--- src/rtl/cpu_pkg.sv ---
// rtl/cpu_pkg.sv - shared fetch types, jump opcode and jump target helper
package cpu_pkg;

    localparam logic [5:0] OPC_J = 6'b000010;

    typedef struct packed {
        logic [31:0] pc;
        logic [31:0] inst;
    } fetch_entry_t;

    typedef enum logic {
        ST_BOOT = 1'b0,
        ST_RUN  = 1'b1
    } fetch_state_e;

    // Region bits come from the address after the jump, as in MIPS J-type.
    function automatic logic [31:0] jump_target(input logic [31:0] pc, input logic [31:0] inst);
        logic [31:0] pc_plus4;
        pc_plus4 = pc + 32'd4;
        return {pc_plus4[31:28], inst[25:0], 2'b00};
    endfunction

endpackage

--- src/rtl/fetch_queue.sv ---
// rtl/fetch_queue.sv - DEPTH-entry FIFO of {pc, inst} pairs with flush
module fetch_queue
    import cpu_pkg::*;
#(
    parameter int DEPTH = 2,
    localparam int PW = (DEPTH > 1) ? $clog2(DEPTH) : 1,
    localparam int CW = $clog2(DEPTH + 1)
) (
    input  logic          clk,
    input  logic          rst_n,
    input  logic          push,
    input  fetch_entry_t  push_data,
    input  logic          pop,
    input  logic          flush,
    output fetch_entry_t  head,
    output logic [CW-1:0] count
);

    fetch_entry_t  store_q [DEPTH];
    logic [PW-1:0] rd_ptr_q, rd_ptr_d;
    logic [PW-1:0] wr_ptr_q, wr_ptr_d;
    logic [CW-1:0] count_q, count_d;
    logic          do_pop;
    logic          do_push;

    function automatic logic [PW-1:0] ptr_inc(input logic [PW-1:0] p);
        return (p == PW'(DEPTH - 1)) ? '0 : p + PW'(1);
    endfunction

    always_comb begin
        do_pop   = pop && (count_q != '0);
        do_push  = push && !flush;
        rd_ptr_d = rd_ptr_q;
        wr_ptr_d = wr_ptr_q;
        count_d  = count_q;
        if (flush) begin
            rd_ptr_d = '0;
            wr_ptr_d = '0;
            count_d  = '0;
        end else begin
            if (do_pop) begin
                rd_ptr_d = ptr_inc(rd_ptr_q);
            end
            if (do_push) begin
                wr_ptr_d = ptr_inc(wr_ptr_q);
            end
            count_d = count_q + CW'(do_push) - CW'(do_pop);
        end
    end

    always_ff @(posedge clk or negedge rst_n) begin
        if (!rst_n) begin
            rd_ptr_q <= '0;
            wr_ptr_q <= '0;
            count_q  <= '0;
            for (int i = 0; i < DEPTH; i++) begin
                store_q[i] <= '0;
            end
        end else begin
            rd_ptr_q <= rd_ptr_d;
            wr_ptr_q <= wr_ptr_d;
            count_q  <= count_d;
            if (do_push) begin
                store_q[wr_ptr_q] <= push_data;
            end
        end
    end

    // The credit rule upstream keeps a push from ever landing on a full queue.
    assert property (@(posedge clk) disable iff (!rst_n)
        !(do_push && !do_pop && (count_q == CW'(DEPTH))));

    assign head  = store_q[rd_ptr_q];
    assign count = count_q;

endmodule

--- src/rtl/fetch_unit.sv ---
// rtl/fetch_unit.sv - PC owner, imem requester, jump predecode and decode-side queue
module fetch_unit
    import cpu_pkg::*;
#(
    parameter logic [31:0] RESET_PC = 32'h0000_0000,
    parameter int          DEPTH    = 2
) (
    input  logic        clk,
    input  logic        rst_n,
    output logic [31:0] imem_pc,
    input  logic [31:0] imem_inst,
    input  logic        redirect_valid,
    input  logic [31:0] redirect_pc,
    output logic        out_valid,
    input  logic        out_ready,
    output logic [31:0] out_pc,
    output logic [31:0] out_inst
);

    localparam int CW = $clog2(DEPTH + 1);
    localparam int OW = CW + 1;

    fetch_state_e  state_q, state_d;
    logic [31:0]   pc_q, pc_d;
    logic [31:0]   tag_pc_q, tag_pc_d;
    logic [31:0]   addr_q, addr_d;
    logic          inflight_q, inflight_d;
    logic          tag_epoch_q, tag_epoch_d;
    logic          epoch_q, epoch_d;

    logic [CW-1:0] count;
    fetch_entry_t  head;
    fetch_entry_t  resp;
    logic [OW-1:0] occupancy;
    logic          pop;
    logic          issue;
    logic          push;
    logic          local_jump;

    always_ff @(posedge clk or negedge rst_n) begin
        if (!rst_n) begin
            state_q <= ST_BOOT;
        end else begin
            state_q <= state_d;
        end
    end

    always_comb begin
        state_d = state_q;
        if (state_q == ST_BOOT) begin
            state_d = ST_RUN;
        end
    end

    // Credits: queued entries plus the outstanding fetch must leave room after this pop.
    always_comb begin
        pop       = out_valid && out_ready;
        occupancy = OW'(count) + OW'(inflight_q) - OW'(pop);
        issue     = (state_q == ST_RUN) && !redirect_valid && (occupancy < OW'(DEPTH));
    end

    // A stale epoch marks a response whose fetch was overtaken by a redirect.
    always_comb begin
        push       = inflight_q && (tag_epoch_q == epoch_q) && !redirect_valid;
        local_jump = push && (imem_inst[31:26] == OPC_J);
        resp       = '{pc: tag_pc_q, inst: imem_inst};
    end

    always_comb begin
        pc_d = pc_q;
        if (redirect_valid) begin
            pc_d = redirect_pc & ~32'd3;
        end else if (local_jump) begin
            pc_d = jump_target(tag_pc_q, imem_inst);
        end else if (issue) begin
            pc_d = pc_q + 32'd4;
        end
        inflight_d  = issue;
        tag_pc_d    = issue ? pc_q : tag_pc_q;
        tag_epoch_d = issue ? epoch_q : tag_epoch_q;
        epoch_d     = epoch_q ^ (redirect_valid | local_jump);
        addr_d      = issue ? {2'b00, pc_q[31:2]} : addr_q;
    end

    always_ff @(posedge clk or negedge rst_n) begin
        if (!rst_n) begin
            pc_q        <= RESET_PC;
            tag_pc_q    <= '0;
            addr_q      <= {2'b00, RESET_PC[31:2]};
            inflight_q  <= 1'b0;
            tag_epoch_q <= 1'b0;
            epoch_q     <= 1'b0;
        end else begin
            pc_q        <= pc_d;
            tag_pc_q    <= tag_pc_d;
            addr_q      <= addr_d;
            inflight_q  <= inflight_d;
            tag_epoch_q <= tag_epoch_d;
            epoch_q     <= epoch_d;
        end
    end

    fetch_queue #(.DEPTH(DEPTH)) u_queue (
        .clk       (clk),
        .rst_n     (rst_n),
        .push      (push),
        .push_data (resp),
        .pop       (pop),
        .flush     (redirect_valid),
        .head      (head),
        .count     (count)
    );

    assign imem_pc   = addr_d;
    assign out_valid = (count != '0);
    assign out_pc    = head.pc;
    assign out_inst  = head.inst;

endmodule

--- config.mk ---
export PLATFORM = sky130hd
export DESIGN_NAME = fetch_unit
export DESIGN_NICKNAME = d
export VERILOG_FILES = /design/src/rtl/cpu_pkg.sv /design/src/rtl/fetch_queue.sv /design/src/rtl/fetch_unit.sv
export SDC_FILE = /design/constraint.sdc
export NUM_CORES = 1
export LEC_CHECK = 0
export ABC_CLOCK_PERIOD_IN_PS = 3300
export CAP_MARGIN = 25
export CORE_MARGIN = 4
export CORE_UTILIZATION = 55
export DETAILED_ROUTE_END_ITERATION = 8
export DONT_BUFFER_PORTS = 1
export GPL_TIMING_DRIVEN = 0
export PLACE_DENSITY = 0.8
export SYNTH_ARGS = -nofsm -noshare
export SYNTH_HDL_FRONTEND = slang
export SYNTH_SLANG_ARGS = --single-unit
--- constraint.sdc ---
create_clock -name clk -period 3.3 [get_ports clk]
set_clock_uncertainty 0.15 [all_clocks]
set_input_delay 0.33 -clock clk [delete_from_list [all_inputs] [get_ports clk]]
set_output_delay 0.33 -clock clk [all_outputs]
set_load 0.005 [all_outputs]
# Word-level counts from Yosys, hierarchy flattened
# Cells that the tools add are included.
[op_classes]
n_addsub = 8
order_cmp = 4
n_eq_ne = 2
n_mux = 17
bitwise = 4
reduce_logical = 14
[ops]
columns = ["cell", "count"]
rows = [
  ["64-bit two-way mux", 4],
  ["128-bit bitwise mux", 1],
  ["32-bit two-way mux", 4],
  ["32-bit by 3-bit adder with 32-bit output, second input constant", 2],
  ["64-bit demux with 1-bit select", 1],
  ["1-bit logical AND", 9],
  ["6-bit by 2-bit equality test with 1-bit output, second input constant", 1],
  ["1-bit two-way mux", 6],
  ["2-bit nonzero test", 3],
  ["2-bit >= comparator, second input constant", 2],
  ["1-bit inverter with 2-bit output", 2],
  ["2-bit by 1-bit adder with 3-bit output", 1],
  ["3-bit by 2-bit less-than comparator with 1-bit output, second input constant", 1],
  ["3-bit nonzero test", 1],
  ["3-bit by 1-bit subtractor with 3-bit output", 1],
  ["1-bit adder, second input constant", 2],
  ["2-bit by 1-bit adder with 2-bit output", 1],
  ["2-bit by 1-bit less-than comparator with 1-bit output, second input constant", 1],
  ["2-bit two-way mux", 1],
  ["2-bit by 1-bit subtractor with 2-bit output", 1],
  ["1-bit equality test", 1],
  ["1-bit logical NOT", 1],
  ["1-bit bitwise OR", 1],
  ["1-bit bitwise XOR", 1],
]
[word_totals]
reg_bits = 232

# Longest topological paths before layout
[logic_depth]
word_depth = 8
mapped_depth = 13

# Cells and area by module
# A second synthesis with hierarchy kept.
[unflattened]
cells_unflattened = 887
hier_area_um2 = 10732.8
[by_module_without_submodules]
columns = ["mod", "instances", "cells_each", "area_per_inst_um2", "seq_area_each_um2"]
rows = [
  ["fetch_queue", 1, 360, 6067.1, 3303.2],
  ["fetch_unit", 1, 527, 4665.7, 2402.3],
]

# Worst setup path after synthesis
# Ideal clock, no wire load.
[synth_path]
path_type = "flip-flop to output port"
startpoint = "register u_queue.count_q[1], in the netlist u_queue.count[1]"
endpoint = "output imem_pc[9]"
arrival_ns = 2.940
slack_ns = -0.120
stages_incl_launch_ff = 13
path_buffers = 2
cell_sequence = "dfrtp_1 -> or2_2 -> and2_1 -> ha_1 -> nand2b_1 -> fa_1 -> xnor2_1 -> nand4_2 -> inv_2 -> clkbuf_1 -> buf_2 -> nand2_1 -> nand2_1"
[synth_between]
elab_chain_len = 6
elab_cells_between_ends = 7
[synth_rtl]
columns = ["element", "line", "text"]
rows = [
  ["start: declaration", "fetch_queue.sv:22", "logic [CW-1:0] count_q, count_d;"],
  ["start signal: assignment", "fetch_queue.sv:62", "count_q <= count_d;"],
  ["2-bit nonzero test", "fetch_unit.sv:115", "assign out_valid = (count != '0);"],
  ["named net out_valid", "fetch_unit.sv:14", "output logic out_valid,"],
  ["1-bit logical AND", "fetch_unit.sv:57", "pop = out_valid && out_ready;"],
  ["3-bit by 1-bit subtractor with 3-bit output", "fetch_unit.sv:58", "occupancy = OW'(count) + OW'(inflight_q) - OW'(pop);"],
  ["3-bit by 2-bit less-than comparator with 1-bit output", "fetch_unit.sv:59", "issue = (state_q == ST_RUN) && !redirect_valid && (occupancy < OW'(DEPTH));"],
  ["1-bit logical AND", "fetch_unit.sv:59", ""],
  ["32-bit two-way mux", "fetch_unit.sv:82", "addr_d = issue ? {2'b00, pc_q[31:2]} : addr_q;"],
  ["end: declaration", "fetch_unit.sv:10", "output logic [31:0] imem_pc,"],
]
# The timed path passes the listed nets, and every way through them passes these cells.

# Worst setup path in the final report
[layout_path]
startpoint = "register u_queue.count_q[0], in the netlist u_queue.count[0]"
endpoint = "output imem_pc[9]"
# Same word-level chain as after synthesis.

==> out/qor.yml <==
dr.pass1.iters: 5
worst-path-max-fanout: 5
ys_ff_latch: 224
setup_viol: 32
cp-end-kind: "primary output"
setup_ws_ns: -0.229
die_x_um: 144
overflow: 0
path_class: "reg2out"
r2r-start: "u_queue.count[0]"
whs_ns: -0.634
drcViolationCount: 0
grtUsageTotal_pct: 27.7
syn_to_final_growth_pct: 25.3
die_area_um2: 20700
io_buffer_count: 0
hold_violations: 224
gp_congestion: 0.915
met1_length_um: 11200
r2r_end: "pc_q[17]"
syn_area_um2: 10200
grt_pass1_vias: 7754
nNetsFinal: 1066
finalWirelength_um: 29000
violations: "hold timing, setup timing"
wl_met2_um: 13800
worstPathCellList: "or2_4 > and2_4 > ha_4 > nand2b_4 > fa_2 > xnor2_4 > nand4_4 > inv_4 > clkbuf_16 > buf_12 > buf_12 > nand2_8 > nand2_4"
cp.required_ns: 2.82
report.final.slew_viol_count: 0
root_buffer: "clkbuf_16"
synth_edf_count: 0
synth_cell_types: 56
cts_tree: "yes"
powerDensity_nw_per_um2: 918
htree_levels: 1
vias_per_cell: 6.08
start_util_pct: 56.3
max_freq_ghz: 0.283
cts.hold.buffers_added: 62
met3_length_um: 2750
clock_latency_ns: 0.52
synth_flop_cell: "dfrtp_1"
cp_num_buf_inv: 4
cts.sinks: 224
yosysSeqAreaShare_pct: 55.1
critical-path-slowest-cell: "dfrtp_1"
row_count: 49
period_share_pct: 107
max_stage_delay_ns: 0.38
synthArstFlopShare_pct: 100
grt_max_degree: 225
crit_arrival_ns: 3.05
drtIter0Drc: 609
wl_per_cell_um: 23.4
crit_family: "simple AND/OR/NAND/NOR gates"
ioPinCount: 165
relSlewSlack_pct: 42.9
clk_pin_slew_ns: 0.07
reg2reg_depth: 14
status: "complete, but fails checks"
synthCells: 874
cp_common_cell: "buf_12"
vias: 7545
period_minus_slack_ns: 3.53
dpl.hpwl_um: 18600
yosys_warnings: 0
cts_buffers: 24
synth.avg_cell_area_um2: 11.6
clockBufferDepth: 3
drv_cap: 0
postLayoutCellArea_um2: 12700
cp-start-kind: "flip-flop"
drive_gt1_share_pct: 37.0
routed.top_layer: "met4"
r2r_slack_ns: 0.10
postPlaceCellArea_um2: 10500
grt_pass1_wl_um: 44500
rsz0062_at_grt: "true"
holdCritPathClass: "in2async"
die_h_um: 144
coreArea_um2: 18100
peakVddDrop_v: 0.000595
p_leak_nw: 5.94
dp_slack_ns: -0.670
ant_nets: 0
antenna_found_initial: 1
worst_slew_pin_slew_ns: 0.852
## cell families after synthesis
kind of cell / Yosys count / share of synthesized area [%]
simple gates: 280 / 12.8
flops: 224 / 55.1
mux: 187 / 20.7
compound gates: 86 / 5.44
buf+inv: 61 / 2.66
xor+xnor: 28 / 2.41
fa+ha+maj: 6 / 0.812
other cells: 2 / 0.0738
## what timing repair did
item	in CTS	in global routing
pin swaps	19	15
gates resized for setup	101	64
setup endpoints to repair	114	40
setup buffers	16	13
endpoints found under the hold margin	318	224
gates cloned	1	0
## cell type report
cell class | count | area, um^2
diodes | 1 | 2.50
plain buffers | 50 | 339
clock buffers | 35 | 703
clock inverters | 9 | 124
fillers | 1206 | 5340
inverters | 11 | 48.8
multi-input cells | 590 | 4750
flip-flops and latches | 224 | 5610
well taps | 229 | 287
repair buffers | 91 | 891
## power breakdown
part / leakage, nW / internal (mW) / switching [mW]
Combinational: 2.65 / 2.12 / 2.19
Sequential: 2.88 / 3.81 / 0.770
Clock: 0.410 / 1.71 / 1.11
Total: 5.94 / 7.64 / 4.07
## stage by stage
step,total power [mW],TNS [ns],utilization [%],hold slack (ns),std cells
6_report,11.7,-5.32,70.5,-0.634,1240
5_1_grt,12.3,-8.01,70.5,-0.644,1240
4_1_cts,11.3,-7.95,68.9,-0.647,1227
3_5_place_dp,7.69,-40.79,57.9,-0.107,1104
3_3_place_gp,7.53,-35.35,57.9,-0.106,1104
2_1_floorplan,6.77,0,-,-0.116,875
## routing by layer
metal	vias to the layer above	global-route usage (%)
li1	3285	-
met1	3788	36.3
met3	79	7.04
met4	0	11.1
met5	-	0
met2	393	44.5
## placed cells by master, fill, tap and decap left out, types with 4 or more instances in the layout
| master | count |
|---|---|
| a211oi_1 | 5 |
| a21oi_1 | 28 |
| a22oi_1 | 11 |
| and4_1 | 4 |
| buf_12 | 7 |
| buf_2 | 21 |
| buf_4 | 24 |
| buf_6 | 5 |
| clkbuf_1 | 21 |
| clkbuf_16 | 26 |
| clkbuf_8 | 4 |
| clkinv_2 | 5 |
| dfrtp_1 | 223 |
| dlygate4sd3_1 | 62 |
| inv_1 | 8 |
| mux2_1 | 9 |
| mux2_2 | 177 |
| nand2_1 | 110 |
| nand2_2 | 41 |
| nand2_4 | 23 |
| nand2_8 | 7 |
| nand3_1 | 14 |
| nand4_1 | 18 |
| nor2_1 | 27 |
| nor3_1 | 10 |
| o21ai_0 | 20 |
| o31ai_1 | 4 |
| xnor2_1 | 14 |
| xor2_1 | 13 |
## sequential cells by signal (all words and copies together), names as in the netlist
signal / flops
tag_pc_q: 30
pc_q: 30
addr_q: 32
state_q: 1
inflight_q: 1
tag_epoch_q: 1
u_queue.count: 2
u_queue.rd_ptr_q: 1
epoch_q: 1
u_queue.wr_ptr_q: 1
u_queue.store_q: 124
## synth_stat cells, types with 9 or more instances
cell type	count	share of area [%]
nor2_1	28	1.0
nor3_1	10	0.49
nand4_1	18	1.1
dfrtp_1	224	55
o21ai_0	20	0.98
mux2_2	177	20
nand2_1	179	6.6
mux2_1	9	1.0
buf_2	23	1.1
xor2_1	13	1.1
nand3_1	14	0.69
a21oi_1	28	1.4
xnor2_1	15	1.3
a22oi_1	11	0.81
clkbuf_1	21	0.77
## how the worst max path moves through the flow
stage               cells past startpoint              from  slack [ns]     endpoint
finish                                 13  u_queue.count[0]       -0.23   imem_pc[9]
global route                           13  u_queue.count[1]       -0.32  imem_pc[20]
CTS                                    13  u_queue.count[1]       -0.32   imem_pc[9]
detailed placement                     11  u_queue.count[1]       -0.67  imem_pc[20]
global placement                       11  u_queue.count[1]       -0.60  imem_pc[29]
floorplan                              12  u_queue.count[1]        0.01   imem_pc[9]
Note: power is estimated with default switching activity, not from simulation.
